===== config.mk =====
export PLATFORM = sky130hd
export DESIGN_NAME = gray_sync_decoder
export DESIGN_NICKNAME = d
export VERILOG_FILES = /design/src/rtl/gray_sync_decoder.sv
export SDC_FILE = /design/constraint.sdc
export NUM_CORES = 1
export LEC_CHECK = 0
export ABC_AREA = 1
export BUFFER_PORTS_ARGS = -buffer_cell sky130_fd_sc_hd__buf_2
export CAP_MARGIN = 20
export CORE_ASPECT_RATIO = 1.25
export CORE_UTILIZATION = 58
export DETAILED_ROUTE_END_ITERATION = 6
export GPL_TIMING_DRIVEN = 0
export PLACE_DENSITY = 0.87
export SLEW_MARGIN = 20
export SYNTH_ARGS = -nofsm -noshare
export SYNTH_HDL_FRONTEND = slang
export SYNTH_SLANG_ARGS = --single-unit

===== constraint.sdc =====
create_clock -name clk -period 3.9 [get_ports clk]
set_input_delay 0.39 -clock clk [delete_from_list [all_inputs] [get_ports clk]]
set_output_delay 0.39 -clock clk [all_outputs]
set_load 0.02 [all_outputs]

===== src/rtl/gray_sync_decoder.sv =====
// Destination-domain receiver for a gray counter: synchroniser chain, gray->binary
// decode, per-step legality check, change/wrap/delta events and a saturating error count.
module gray_sync_decoder #(
  parameter int DATA_WIDTH    = 4,
  parameter int SYNC_STAGES   = 2,
  parameter int ERR_CNT_WIDTH = 8
) (
  input  logic                     clk,
  input  logic                     rst_n,
  input  logic [DATA_WIDTH-1:0]    gray_in,
  input  logic                     err_clr,
  output logic [DATA_WIDTH-1:0]    gray_sync,
  output logic [DATA_WIDTH-1:0]    bin_out,
  output logic                     ready,
  output logic                     change,
  output logic                     step_err,
  output logic                     wrap,
  output logic [DATA_WIDTH-1:0]    delta,
  output logic [ERR_CNT_WIDTH-1:0] err_cnt,
  output logic                     dbg_state
);

  localparam int CW = $clog2(SYNC_STAGES + 1);

  typedef enum logic {
    ST_INIT  = 1'b0,
    ST_TRACK = 1'b1
  } state_t;

  state_t                   state_q;
  logic [CW-1:0]            init_cnt_q;
  logic [DATA_WIDTH-1:0]    sync_q [SYNC_STAGES];
  logic [DATA_WIDTH-1:0]    prev_gray_q;
  logic [DATA_WIDTH-1:0]    prev_bin_q;
  logic [DATA_WIDTH-1:0]    bin_q;
  logic [DATA_WIDTH-1:0]    delta_q;
  logic                     change_q;
  logic                     step_err_q;
  logic                     wrap_q;
  logic [ERR_CNT_WIDTH-1:0] err_cnt_q;

  logic [DATA_WIDTH-1:0]    bin_d;
  logic [DATA_WIDTH-1:0]    diff_d;
  logic                     moved_d;
  logic                     multi_d;
  logic                     wrap_d;

  function automatic logic [DATA_WIDTH-1:0] gray2bin(input logic [DATA_WIDTH-1:0] g);
    logic [DATA_WIDTH-1:0] b;
    b[DATA_WIDTH-1] = g[DATA_WIDTH-1];
    for (int i = DATA_WIDTH - 2; i >= 0; i--) begin
      b[i] = b[i+1] ^ g[i];
    end
    return b;
  endfunction

  assign gray_sync = sync_q[SYNC_STAGES-1];

  // Step classification: any flipped bit is a change, more than one is illegal.
  always_comb begin
    bin_d   = gray2bin(gray_sync);
    diff_d  = gray_sync ^ prev_gray_q;
    moved_d = (diff_d != '0);
    multi_d = moved_d && !$onehot0(diff_d);
    wrap_d  = (prev_bin_q == '1) && (bin_d == '0);
  end

  always_ff @(posedge clk or negedge rst_n) begin
    if (!rst_n) begin
      for (int i = 0; i < SYNC_STAGES; i++) sync_q[i] <= '0;
    end else begin
      sync_q[0] <= gray_in;
      for (int i = 1; i < SYNC_STAGES; i++) sync_q[i] <= sync_q[i-1];
    end
  end

  always_ff @(posedge clk or negedge rst_n) begin
    if (!rst_n) begin
      state_q     <= ST_INIT;
      init_cnt_q  <= '0;
      prev_gray_q <= '0;
      prev_bin_q  <= '0;
      bin_q       <= '0;
      delta_q     <= '0;
      change_q    <= 1'b0;
      step_err_q  <= 1'b0;
      wrap_q      <= 1'b0;
      err_cnt_q   <= '0;
    end else begin
      bin_q      <= bin_d;
      change_q   <= 1'b0;
      step_err_q <= 1'b0;
      wrap_q     <= 1'b0;
      case (state_q)
        ST_INIT: begin
          // Wait for the chain to fill, then adopt the current value silently.
          if (init_cnt_q == CW'(SYNC_STAGES)) begin
            prev_gray_q <= gray_sync;
            prev_bin_q  <= bin_d;
            state_q     <= ST_TRACK;
          end else begin
            init_cnt_q <= init_cnt_q + 1'b1;
          end
        end
        ST_TRACK: begin
          prev_gray_q <= gray_sync;
          prev_bin_q  <= bin_d;
          if (moved_d) begin
            change_q   <= 1'b1;
            step_err_q <= multi_d;
            wrap_q     <= wrap_d;
            delta_q    <= bin_d - prev_bin_q;
          end
        end
        default: state_q <= ST_INIT;
      endcase
      // Clear wins over an error registered on the same edge.
      if (err_clr) begin
        err_cnt_q <= '0;
      end else if (state_q == ST_TRACK && multi_d && err_cnt_q != '1) begin
        err_cnt_q <= err_cnt_q + 1'b1;
      end
    end
  end

  assign bin_out   = bin_q;
  assign ready     = (state_q == ST_TRACK);
  assign change    = change_q;
  assign step_err  = step_err_q;
  assign wrap      = wrap_q;
  assign delta     = delta_q;
  assign err_cnt   = err_cnt_q;
  assign dbg_state = state_q;

endmodule

==> impl_metrics.csv <==
group,metric,value,unit
status,status,"completed",
logic_synthesis,yosysUniqueCellTypes,22,
clocking,ctsHoldBuffers,0,
worst_setup_path,path_class,"reg -> reg",
logic_synthesis,ys_warn_count,0,
floorplan,core-area,0.00276,sq mm
logic_synthesis,synth_area,0.00175,sq mm
logic_synthesis,avgSynthCellArea,10.0,sq um
cells_and_area,layout-drive-gt1-share,28.6,%
placement,place.gp.congestion,0.781,
route,drt_drc_violations_left,0,
worst_setup_path,cp-startpoint,"gray_sync[2]",
clocking,htreeDepth,2,
route,firstDrtPassIters,4,
clocking,post_cts_resize_count,0,
clocking,cts_sinks,37,
cells_and_area,mostFrequentLayoutCells,"nand2_1, dfrtp_1, buf_2, inv_1, nand3_1",
cells_and_area,final_common_cell,"nand2_1",
logic_synthesis,async_flop_share,100,%
cells_and_area,nets,229,
timing,worst_pin_slew,0.789,ns
route,drtIter0Drc,38,
timing,setup_viol_count_final,0,
timing,slew_viol_final,0,
placement,hpwl,2.25,mm
global_route,antenna_found_initial,0,
global_route,grt_remaining_overflow,0,
floorplan,die_y,63.4,um
route,via_per_inst,5.12,
logic_synthesis,ys_seq_area_share,53.0,%
floorplan,fp.dieW,51.1,um
floorplan,die_area,0.00324,sq mm
route,detail_route.wl_per_cell,12.6,um
clocking,clockRootBuffer,"clkbuf_4",
hold_path,hold_path_class,"in -> async",
flow_run,maxCapViolCount,0,
timing,finalHoldViolCount,0,
worst_setup_path,r2r-start,"gray_sync[2]",
timing,finClkSkew,0.00849,ns
global_route,grt_max_degree,38,
timing,rsz0062_at_grt,"false",
logic_synthesis,synth_edf_count,0,
floorplan,io_pins,32,
worst_setup_path,worstPathRequired,4.18,ns
worst_setup_path,timing.critical_path.slowest_stage_cell,"dfrtp_1",
clocking,cts_buffer_depth,2,
timing,setup_ws,1.44,ns
worst_setup_path,critPathMaxFanout,4,
timing,fin_crit_sh,63.0,%
placement,pre_cts_ws,1.46,ns
clocking,postCtsSetupRepairBufs,0,
pwr,irDropWorstVdd,0.386,mV
floorplan,std_cell_rows,21,
timing,slew_headroom,47.4,%
cells_and_area,num-fill-cells,212,
route,ant_nets,0,
worst_setup_path,cp-start-kind,"register",
clocking,cts_tree,"done",
cells_and_area,diodes,0,
global_route,grt_pass1_vias,1274,
worst_setup_path,cp.arrival,2.73,ns
clocking,numCtsBuffers,5,
floorplan,start_util,63.4,%
global_route,grt.total_usage,23.7,%
worst_setup_path,slowest_delay,0.41,ns
route,routed_wl,3.10,mm
route,via_count,1264,
cells_and_area,layout-area-overhead-vs-synth,17.4,%
pwr,p_leak,1.08,nW
logic_synthesis,syn_inst,174,
timing,fin_crit,2.46,ns
placement,port_buffers,31,
worst_setup_path,worstPathCellList,"inv_2, ha_1, xnor2_1, ha_1, inv_1, ha_1, inv_1, fa_1, xnor2_1, o21ai_0",
worst_setup_path,worstSetupEndpointType,"register",
logic_synthesis,syn_nets,191,
logic_synthesis,synth_ff_type,"dfrtp_1",
clocking,path_clk_slew,0.12,ns
timing,tns,0,ns
clocking,clk_latency,0.35,ns
global_route,grt_pass1_wl,5.42,mm
logic_synthesis,ys_ff_latch,37,
worst_setup_path,crit_path_frequent_cell,"ha_1",
timing,fmax,407,MHz
pwr,power_per_cell_area,485,mW/mm^2
==> routing by layer <==
metal / global-route usage, % / wire (um) / part of all wire [%] / vias up
li1: - / - / - / 619
met1: 23.9 / 1260 / 41 / 606
met2: 41.8 / 1630 / 52 / 30
met3: 6.76 / 110 / 3.5 / 9
met4: 13.9 / 106 / 3.4 / 0
met5: 0 / 0 / 0 / -
==> where the power goes <==
group          switching [W]  internal, W  leakage, nW  total, W
clock               0.000135     0.000202       0.0558  0.000336
combinational       0.000133    0.0000737        0.583  0.000207
sequential         0.0000265     0.000426        0.444  0.000452
total               0.000295     0.000701         1.08  0.000996
==> worst paths after layout <==
check	endpoint	slack [ns]	cells past startpoint
setup / recovery	delta[2]	1.44	10
hold / removal	delta[0]	0.10	1
setup reg to reg	delta[2]	1.44	10
hold reg to reg	gray_sync[2]	0.36	0
max in group asynchronous	gray_sync[3]	3.29	1
min in group clk	sync_q[4]	0.14	1
==> stage by stage <==
stage	cell area (sq um)	hold slack (ns)	utilization [%]	total power (W)	instances
2_1_floorplan	1750	0.0944	-	0.000599	174
3_3_place_gp	1950	0.332	70.5	0.000656	239
3_5_place_dp	1950	0.337	70.5	0.000670	239
4_1_cts	2050	0.118	74.4	0.00101	247
5_1_grt	2050	0.0959	74.4	0.00105	247
6_report	2050	0.102	74.4	0.000996	247
==> cell usage after synthesis (2+ instances only) <==
| cell | n | area share [%] |
|---|---|---|
| buf_4 | 5 | 2.1 |
| ha_1 | 8 | 5.7 |
| dfrtp_1 | 37 | 53 |
| fa_1 | 2 | 2.3 |
| inv_2 | 3 | 0.64 |
| nand2_2 | 4 | 1.4 |
| a21oi_1 | 2 | 0.57 |
| o21ai_0 | 10 | 2.9 |
| nand3_4 | 2 | 2.0 |
| xor2_1 | 5 | 2.5 |
| buf_2 | 2 | 0.57 |
| nor2_1 | 5 | 1.1 |
| nand2_1 | 38 | 8.2 |
| inv_1 | 20 | 4.3 |
| xnor2_1 | 6 | 3.0 |
| nand2_4 | 2 | 1.3 |
| nand3_1 | 18 | 5.2 |
==> final cells by class <==
cell class	instances	area (sq um)	area share (%)
Sequential cell	37	926	45.1
Multi-Input combinational cell	107	688	33.5
Timing Repair Buffer	31	155	7.56
Inverter	23	86.3	4.21
Clock inverter	3	68.8	3.35
Buffer	7	47.5	2.32
Tap cell	34	42.5	2.07
Clock buffer	5	37.5	1.83
==> state kept, by name (all words and copies together), names as in the netlist, 2 cells and up <==
name,count
err_cnt,8
gray_sync,4
prev_gray_q,4
prev_bin_q,3
sync_q,4
delta,4
init_cnt_q,2
bin_out,4
==> worst max-delay path: cells and delay by family (launching register included) <==
kind,cells,cell delay (ns)
fa+ha+maj,4,1.18
xor+xnor,2,0.41
buf+inv,3,0.20
flops,1,0.41
compound gates,1,0.18
==> kinds of logic (layout without fill, tap and decap cells) <==
kind of cell / count (synthesis) / count (layout) / synth area share (%)
xor+xnor: 11 / 11 / 5.51
fa+ha+maj: 10 / 10 / 8.02
flops: 37 / 37 / 53.0
buf+inv: 30 / 69 / 7.66
compound gates: 12 / 12 / 3.44
simple gates: 74 / 74 / 22.4
No activity file was read; power rests on OpenSTA's default activity.
